**src/rtl/text_scan_fetch.sv**
```systemverilog
// text_scan_fetch: walks text-mode video memory once per frame and buffers character words with their glyph row
module text_scan_fetch #(
  parameter int ADDRESS_WIDTH = 17,
  parameter int DATA_WIDTH    = 16
) (
  input  logic                     cpu_clk,
  input  logic                     reset_n,
  input  logic                     frame_start,
  input  logic                     line_start,
  input  logic [ADDRESS_WIDTH-1:0] base_addr,
  input  logic [7:0]               row_width,
  input  logic [7:0]               row_height,
  input  logic [2:0]               pixel_divider,
  output logic                     fetch_req,
  output logic [ADDRESS_WIDTH-1:0] fetch_addr,
  input  logic                     fetch_ack,
  input  logic [DATA_WIDTH-1:0]    fetch_data,
  output logic                     out_valid,
  input  logic                     out_ready,
  output logic [DATA_WIDTH-1:0]    out_data,
  output logic [2:0]               out_glyph_row,
  output logic                     underrun,
  output logic                     frame_done
);
  typedef enum logic [1:0] {IDLE, LINE_WAIT, FETCH} state_t;
  state_t state;
  logic [7:0] width_q, height_q, col, char_row;
  logic [2:0] div_q, sub_line, glyph_row, sub_next, glyph_next;
  logic [ADDRESS_WIDTH-1:0] row_base;
  logic [DATA_WIDTH+2:0] mem [2];
  logic rd_ptr, wr_ptr;
  logic [1:0] count;
  logic pop, take, last_cell, last_sub, char_inc, frame_end, line_end, free;
  assign fetch_addr = row_base + ADDRESS_WIDTH'(col);
  assign out_valid = count != 2'd0;
  assign out_data = mem[rd_ptr][DATA_WIDTH-1:0];
  assign out_glyph_row = mem[rd_ptr][DATA_WIDTH+2:DATA_WIDTH];
  // Scan position bookkeeping: when a scanline ends (normally or cut short by line_start) and what comes next
  always_comb begin
    pop = out_valid && out_ready;
    take = state == FETCH && fetch_req && fetch_ack && !line_start;
    last_cell = col == width_q - 8'd1;
    last_sub = sub_line == div_q;
    char_inc = last_sub && glyph_row == 3'd7;
    frame_end = char_inc && char_row == height_q - 8'd1;
    line_end = state == FETCH && (line_start || (take && last_cell));
    free = !count[1] || pop;
    sub_next = last_sub ? 3'd0 : sub_line + 3'd1;
    glyph_next = last_sub ? glyph_row + 3'd1 : glyph_row;
  end
  // Frame FSM, request handshake, scan counters and the 2-entry word FIFO
  always_ff @(posedge cpu_clk) begin
    if (!reset_n) begin
      state <= IDLE;
      width_q <= '0;
      height_q <= '0;
      div_q <= '0;
      col <= '0;
      char_row <= '0;
      sub_line <= '0;
      glyph_row <= '0;
      row_base <= '0;
      fetch_req <= 1'b0;
      underrun <= 1'b0;
      frame_done <= 1'b0;
      mem[0] <= '0;
      mem[1] <= '0;
      rd_ptr <= 1'b0;
      wr_ptr <= 1'b0;
      count <= '0;
    end else if (frame_start) begin
      state <= LINE_WAIT;
      width_q <= row_width;
      height_q <= row_height;
      div_q <= pixel_divider;
      col <= '0;
      char_row <= '0;
      sub_line <= '0;
      glyph_row <= '0;
      row_base <= base_addr;
      fetch_req <= 1'b0;
      underrun <= 1'b0;
      frame_done <= 1'b0;
      rd_ptr <= 1'b0;
      wr_ptr <= 1'b0;
      count <= '0;
    end else begin
      underrun <= state == FETCH && line_start;
      frame_done <= line_end && frame_end;
      fetch_req <= state == FETCH && !line_end && !(fetch_req && fetch_ack) && (fetch_req || free);
      state <= (state == LINE_WAIT && line_start) ? FETCH :
               line_end ? (frame_end ? IDLE : line_start ? FETCH : LINE_WAIT) : state;
      count <= count + {1'b0, take} - {1'b0, pop};
      if (take) begin
        mem[wr_ptr] <= {glyph_row, fetch_data};
        wr_ptr <= ~wr_ptr;
        col <= col + 8'd1;
      end
      if (pop) rd_ptr <= ~rd_ptr;
      if (line_end) begin
        col <= '0;
        sub_line <= sub_next;
        glyph_row <= glyph_next;
        if (char_inc) begin
          char_row <= char_row + 8'd1;
          row_base <= row_base + ADDRESS_WIDTH'(width_q);
        end
      end
    end
  end
endmodule
```
**config.mk**
```make
export PLATFORM = sky130hd
export DESIGN_NAME = text_scan_fetch
export DESIGN_NICKNAME = d
export VERILOG_FILES = /design/src/rtl/text_scan_fetch.sv
export SDC_FILE = /design/constraint.sdc
export NUM_CORES = 1
export LEC_CHECK = 0
export CORE_UTILIZATION = 58
export DETAILED_ROUTE_END_ITERATION = 8
export PLACE_DENSITY = 0.86
export SYNTH_ARGS = -nofsm -noshare
export SYNTH_HDL_FRONTEND = slang
export SYNTH_SLANG_ARGS = --single-unit
```
**constraint.sdc**
```tcl
create_clock -name cpu_clk -period 4.77 [get_ports cpu_clk]
set_clock_uncertainty 0.05 [all_clocks]
set_input_delay 0.954 -clock cpu_clk [delete_from_list [all_inputs] [get_ports cpu_clk]]
set_output_delay 0.954 -clock cpu_clk [all_outputs]
set_load 0.02 [all_outputs]
```
**Word level (Yosys, flattened, before mapping)**

Memories as Yosys holds them, arrays and structs flattened. A register that Yosys moved wholly into a read port is not among the register bits.
Cells that the tools add are included.

- Memories: 1
- Word-level logic and storage cells: 88
- RAM bits: 38
- Output and inout port bits: 40
- Register bits: 67
- Input bits: 58

- Reductions and logical operators: 33
- Bitwise operators: 3
- Eq/ne operators: 6
- Multiplexer cells: 19
- Add/sub/neg operators: 10

Memories:

| memory | words | bits a word | read ports | clocked after Yosys merged registers in | write ports | line | RTL |
|---|---|---|---|---|---|---|---|
| mem | 2 | 19 | 1 | 1 | 2 | 30 | `logic [DATA_WIDTH+2:0] mem [2];` |

Operators by type and width:

| kind | number |
|---|---|
| 17-bit two-way mux | 3 |
| 17-bit by 8-bit adder with 17-bit output | 2 |
| 19-bit two-way mux | 1 |
| 19-bit OR reduction | 1 |
| 8-bit by 1-bit adder with 8-bit output, second input constant | 2 |
| 8-bit == test | 2 |
| 8-bit by 1-bit subtractor with 8-bit output, second input constant | 2 |
| 1-bit logical AND | 15 |
| 1-bit two-way mux | 10 |
| 2-bit two-way mux | 4 |
| 2-bit nonzero test | 4 |
| 3-bit by 1-bit adder with 3-bit output, second input constant | 2 |
| 2-bit AND reduction | 3 |
| 1-bit logical NOT | 4 |
| 3-bit == test | 1 |
| 3-bit == test, second input constant | 1 |
| 1-bit logical OR | 3 |
| 3-bit two-way mux | 1 |
| 1-bit NOT | 3 |
| 3-bit nonzero test | 1 |
| 3-bit OR reduction | 1 |
| 2-bit by 1-bit adder with 2-bit output | 1 |
| 2-bit by 1-bit == test with 1-bit output, second input constant | 1 |
| 2-bit == test, second input constant | 1 |
| other kinds (2) | 2 |

**Logic depth before layout (Yosys ltp)**

- Word-level depth: 11
- Mapped depth: 12
- Mapped depth without buffers: 10

**Worst setup path after synthesis**

No wires, ideal clock.

- Kind: reg2out
- Start point: reg col[0]
- End point: out fetch_addr[12]
- Buffers on the path: 0
- Stages on the path, launching flop included: 11
- Path slack: 1.436 ns
- Required time: 3.766 ns
- Data arrival time: 2.330 ns
- Cell sequence: dfxtp_1 ha_1 inv_1 fa_1 nor2b_1 o21ai_0 a21boi_0 o21ai_0 a21oi_1 o21ai_0 xnor2_1

- Cells in the longest elaborated chain, start to end: 1

RTL lines:

| element | line | RTL |
|---|---|---|
| from (decl) | 27 | `logic [7:0] width_q, height_q, col, char_row;` |
| from (signal assigned) | 97 | `col <= col + 8'd1;` |
| 17-bit by 8-bit adder with 17-bit output | 34 | `assign fetch_addr = row_base + ADDRESS_WIDTH'(col);` |
| to (decl) | 15 | `output logic [ADDRESS_WIDTH-1:0] fetch_addr,` |

No other way between the ends.

**Final worst setup path**

Same ends and word-level chain as after synthesis.

==> flow_summary.ini <==
[outcome]
outcome = complete, no violations

[timing]
rsz0062_at_grt = no
whs_ps = 446
finalSetupTns_ps = 0
drv_slew = 0
period_share_pct = 95.7
worst-slew-pin-transition_ps = 852
setup_viol = 0
period_needed_ps = 4560
hold_viol_final = 0
maxSlewHeadroom_pct = 43.1
timing.fmax_ghz = 0.219

[floorplanning]
io_pins = 98
dieArea_um2 = 10400
num_rows = 36
die_h_um = 102
core_um2 = 9770
die_w_um = 102
start_util_pct = 59.6

[pwr]
powerDensity_nw_per_um2 = 254
p_sw_mw = 0.502
p_int_mw = 1.31
power.share.clock_pct = 29.6
swShare_pct = 27.7
leakagePower_nw = 2.88
worst_ir_drop_vdd_v = 0.000137
p_comb_share_pct = 15.6
total_power_mw = 1.81
pwr-share-seq_pct = 54.8

[critical_path]
rrSetupSlack_ps = 1190
r2r_end = row_base[15]
crit_type = reg2out
crit_path_end_kind = output pin
reg2reg_depth = 8
path_depth = 11
critical_path.top_delay_family = compound AO/OA/AOI/OAI gates
cp_max_fo = 5
worstReg2RegStart = width_q[1]
cpMaxStageDelayCell = clkdlybuf4s50_1
cp.arrival_ps = 3560
critPathRequiredTime_ps = 3770
critPathMostFrequentCell = o21ai_0
slowest_delay_ps = 620
worstSetupStartpoint = col[0]
path_cells = ha_1, inv_1, fa_1, nor2b_1, o21ai_0, a21boi_0, o21ai_0, a21oi_1, o21ai_0, xnor2_1, clkdlybuf4s50_1
crit_end = fetch_addr[12]
crit_path_start_kind = register
path_buf_inv = 2

[run]
drv_cap = 0

[clocking]
cts_tree = yes
cts-root-buf = clkbuf_8
numCtsBuffers = 9
cts.htree.levels = 3
postCtsHoldBufs = 0
path_clk_slew_ps = 100
clock-sinks = 106
clock_path_buffers = 2
postCtsSetupRepairBufs = 0
clk_latency_ps = 380
cts_resized = 0

[detailed_routing]
wire_per_inst_um = 16.5
postRouteAntennaNets = 0
drt_iter0_markers = 241
routed_via_density = 5.80
drc_errors = 0
drt_wl_total_um = 13800
via_count = 4839
firstDrtPassIters = 5

[synth]
synth_top_area_share_pct = 23.4
synthTopCellsByCount = dfxtp_1 (68), nor2_1 (55), and2_1 (40)
yosysTopAreaCell = dfxtp_1
yosys.cell_count.top_type = dfxtp_1
syn_area_um2 = 5830
seq_area_frac_synth_pct = 43.0
synth_area_leaders = dfxtp_1 (23%), edfxtp_1 (20%), ha_1 (5.4%)
synth_warnings = 0
synth.distinct_cells = 57
synth_seq_cells = 106
synthArstFlopShare_pct = 0
synth_enable_flop_cells = 38
avgSynthCellArea_um2 = 9.60
synth_cells = 607
ys.flop_type = dfxtp_1
syn-num-nets = 692

[grt]
antenna_found_initial = 0
grt_max_degree = 31
grt_util_all_layers_pct = 27.4
grt_pass1_wl_um = 22000
grt-ovfl-total = 0
first_global_vias = 4809

[cells_and_area]
final_util_pct = 72.9
num_antenna_cells = 0
final-seq-area_um2 = 2500
synthToLayoutAreaGrowth_pct = 22.3
n_fill_cell = 705
instances_no_fill = 834
multiInputGateArea_um2 = 3110
drive_above_1_share_pct = 8.70
fin_nets = 781

[placed_design]
dp_cells = 818
dpl.hpwl_um = 9970
place.gp.congestion = 0.933
port_buffers = 97

[min_path]
min_from = row_base[2]
hold_class = reg2reg
-- cells by family (layout without fill, tap and decap cells) --
| logic type | count (synthesis) | count (layout) | synth area share [%] |
|---|---|---|---|
| buf+inv | 56 | 150 | 3.78 |
| xor+xnor | 56 | 56 | 8.42 |
| compound gates | 111 | 111 | 12.7 |
| simple gates | 212 | 212 | 18.9 |
| flops | 106 | 106 | 43.0 |
| mux | 39 | 39 | 7.11 |
| fa+ha+maj | 27 | 27 | 6.06 |
-- how the worst min path moves through the flow --
| stage | to | slack [ps] | cells past startpoint |
|---|---|---|---|
| CTS | sub_line[1] | 450 | 2 |
| global route | row_base[2] | 460 | 2 |
| finish | row_base[2] | 450 | 2 |
| global placement | sub_line[1] | 420 | 2 |
| floorplan | row_base[2] | 400 | 2 |
| detailed placement | sub_line[1] | 430 | 2 |
-- registers in the layout, indices dropped and copies added (netlist names), named ones only --
name	flops
mem	38
row_base	17
char_row	8
col	8
height_q	8
width_q	8
div_q	3
glyph_row	3
sub_line	3
count	2
state	2
fetch_req	1
frame_done	1
rd_ptr	1
underrun	1
wr_ptr	1
-- cell type report --
class                   instances  area share [%]
clock buffers                  10            1.79
clock inverters                 6           0.878
inverters                      25            1.32
multi-input cells             445            43.7
flip-flops and latches        106            35.1
well taps                     133            2.33
repair buffers                109            14.9
-- power groups by stage --
stage	combinational (mW)	sequential, mW	clock (mW)
after floorplan	0.168	1.00	0
after global placement	0.269	1.01	0
after detailed placement	0.281	1.01	0
after CTS	0.284	0.993	0.543
after global routing	0.308	0.997	0.579
final	0.284	0.993	0.537
-- metrics by stage --
step                      setup slack (ps)  instance area [um^2]
after CTS                              296                  7130
after global routing                  5.53                  7130
final                                  206                  7130
after floorplan                       1440                  5830
after global placement                 833                  6940
after detailed placement               709                  6940
-- cells in the final DEF, fill, tap and decap left out, types with 19 or more instances in the layout --
master,synthesis,layout
dfxtp_1,68,68
edfxtp_1,38,38
a21oi_1,23,23
clkdlybuf4s50_1,0,97
xnor2_1,28,28
and2_1,40,40
nor2_1,55,55
mux2_2,19,19
o21ai_0,24,24
nand2_1,39,39
mux2i_1,20,20
ha_1,25,25
xor2_1,28,28
inv_1,25,25
-- per-layer routing --
metal / GRT usage (%) / up-vias / wire length, um
met4: 10.9 / 0 / 204
li1: - / 2333 / -
met3: 3.83 / 21 / 884
met1: 33.0 / 2315 / 5680
met5: 0 / - / 0
met2: 49.1 / 170 / 7020
-- tightest hold or removal path: stages (launching register included) --
cell and delay [ps]:
dfxtp_1 350, nand2_1 60, a21oi_1 50
No activity file was read; power rests on OpenSTA's default activity.
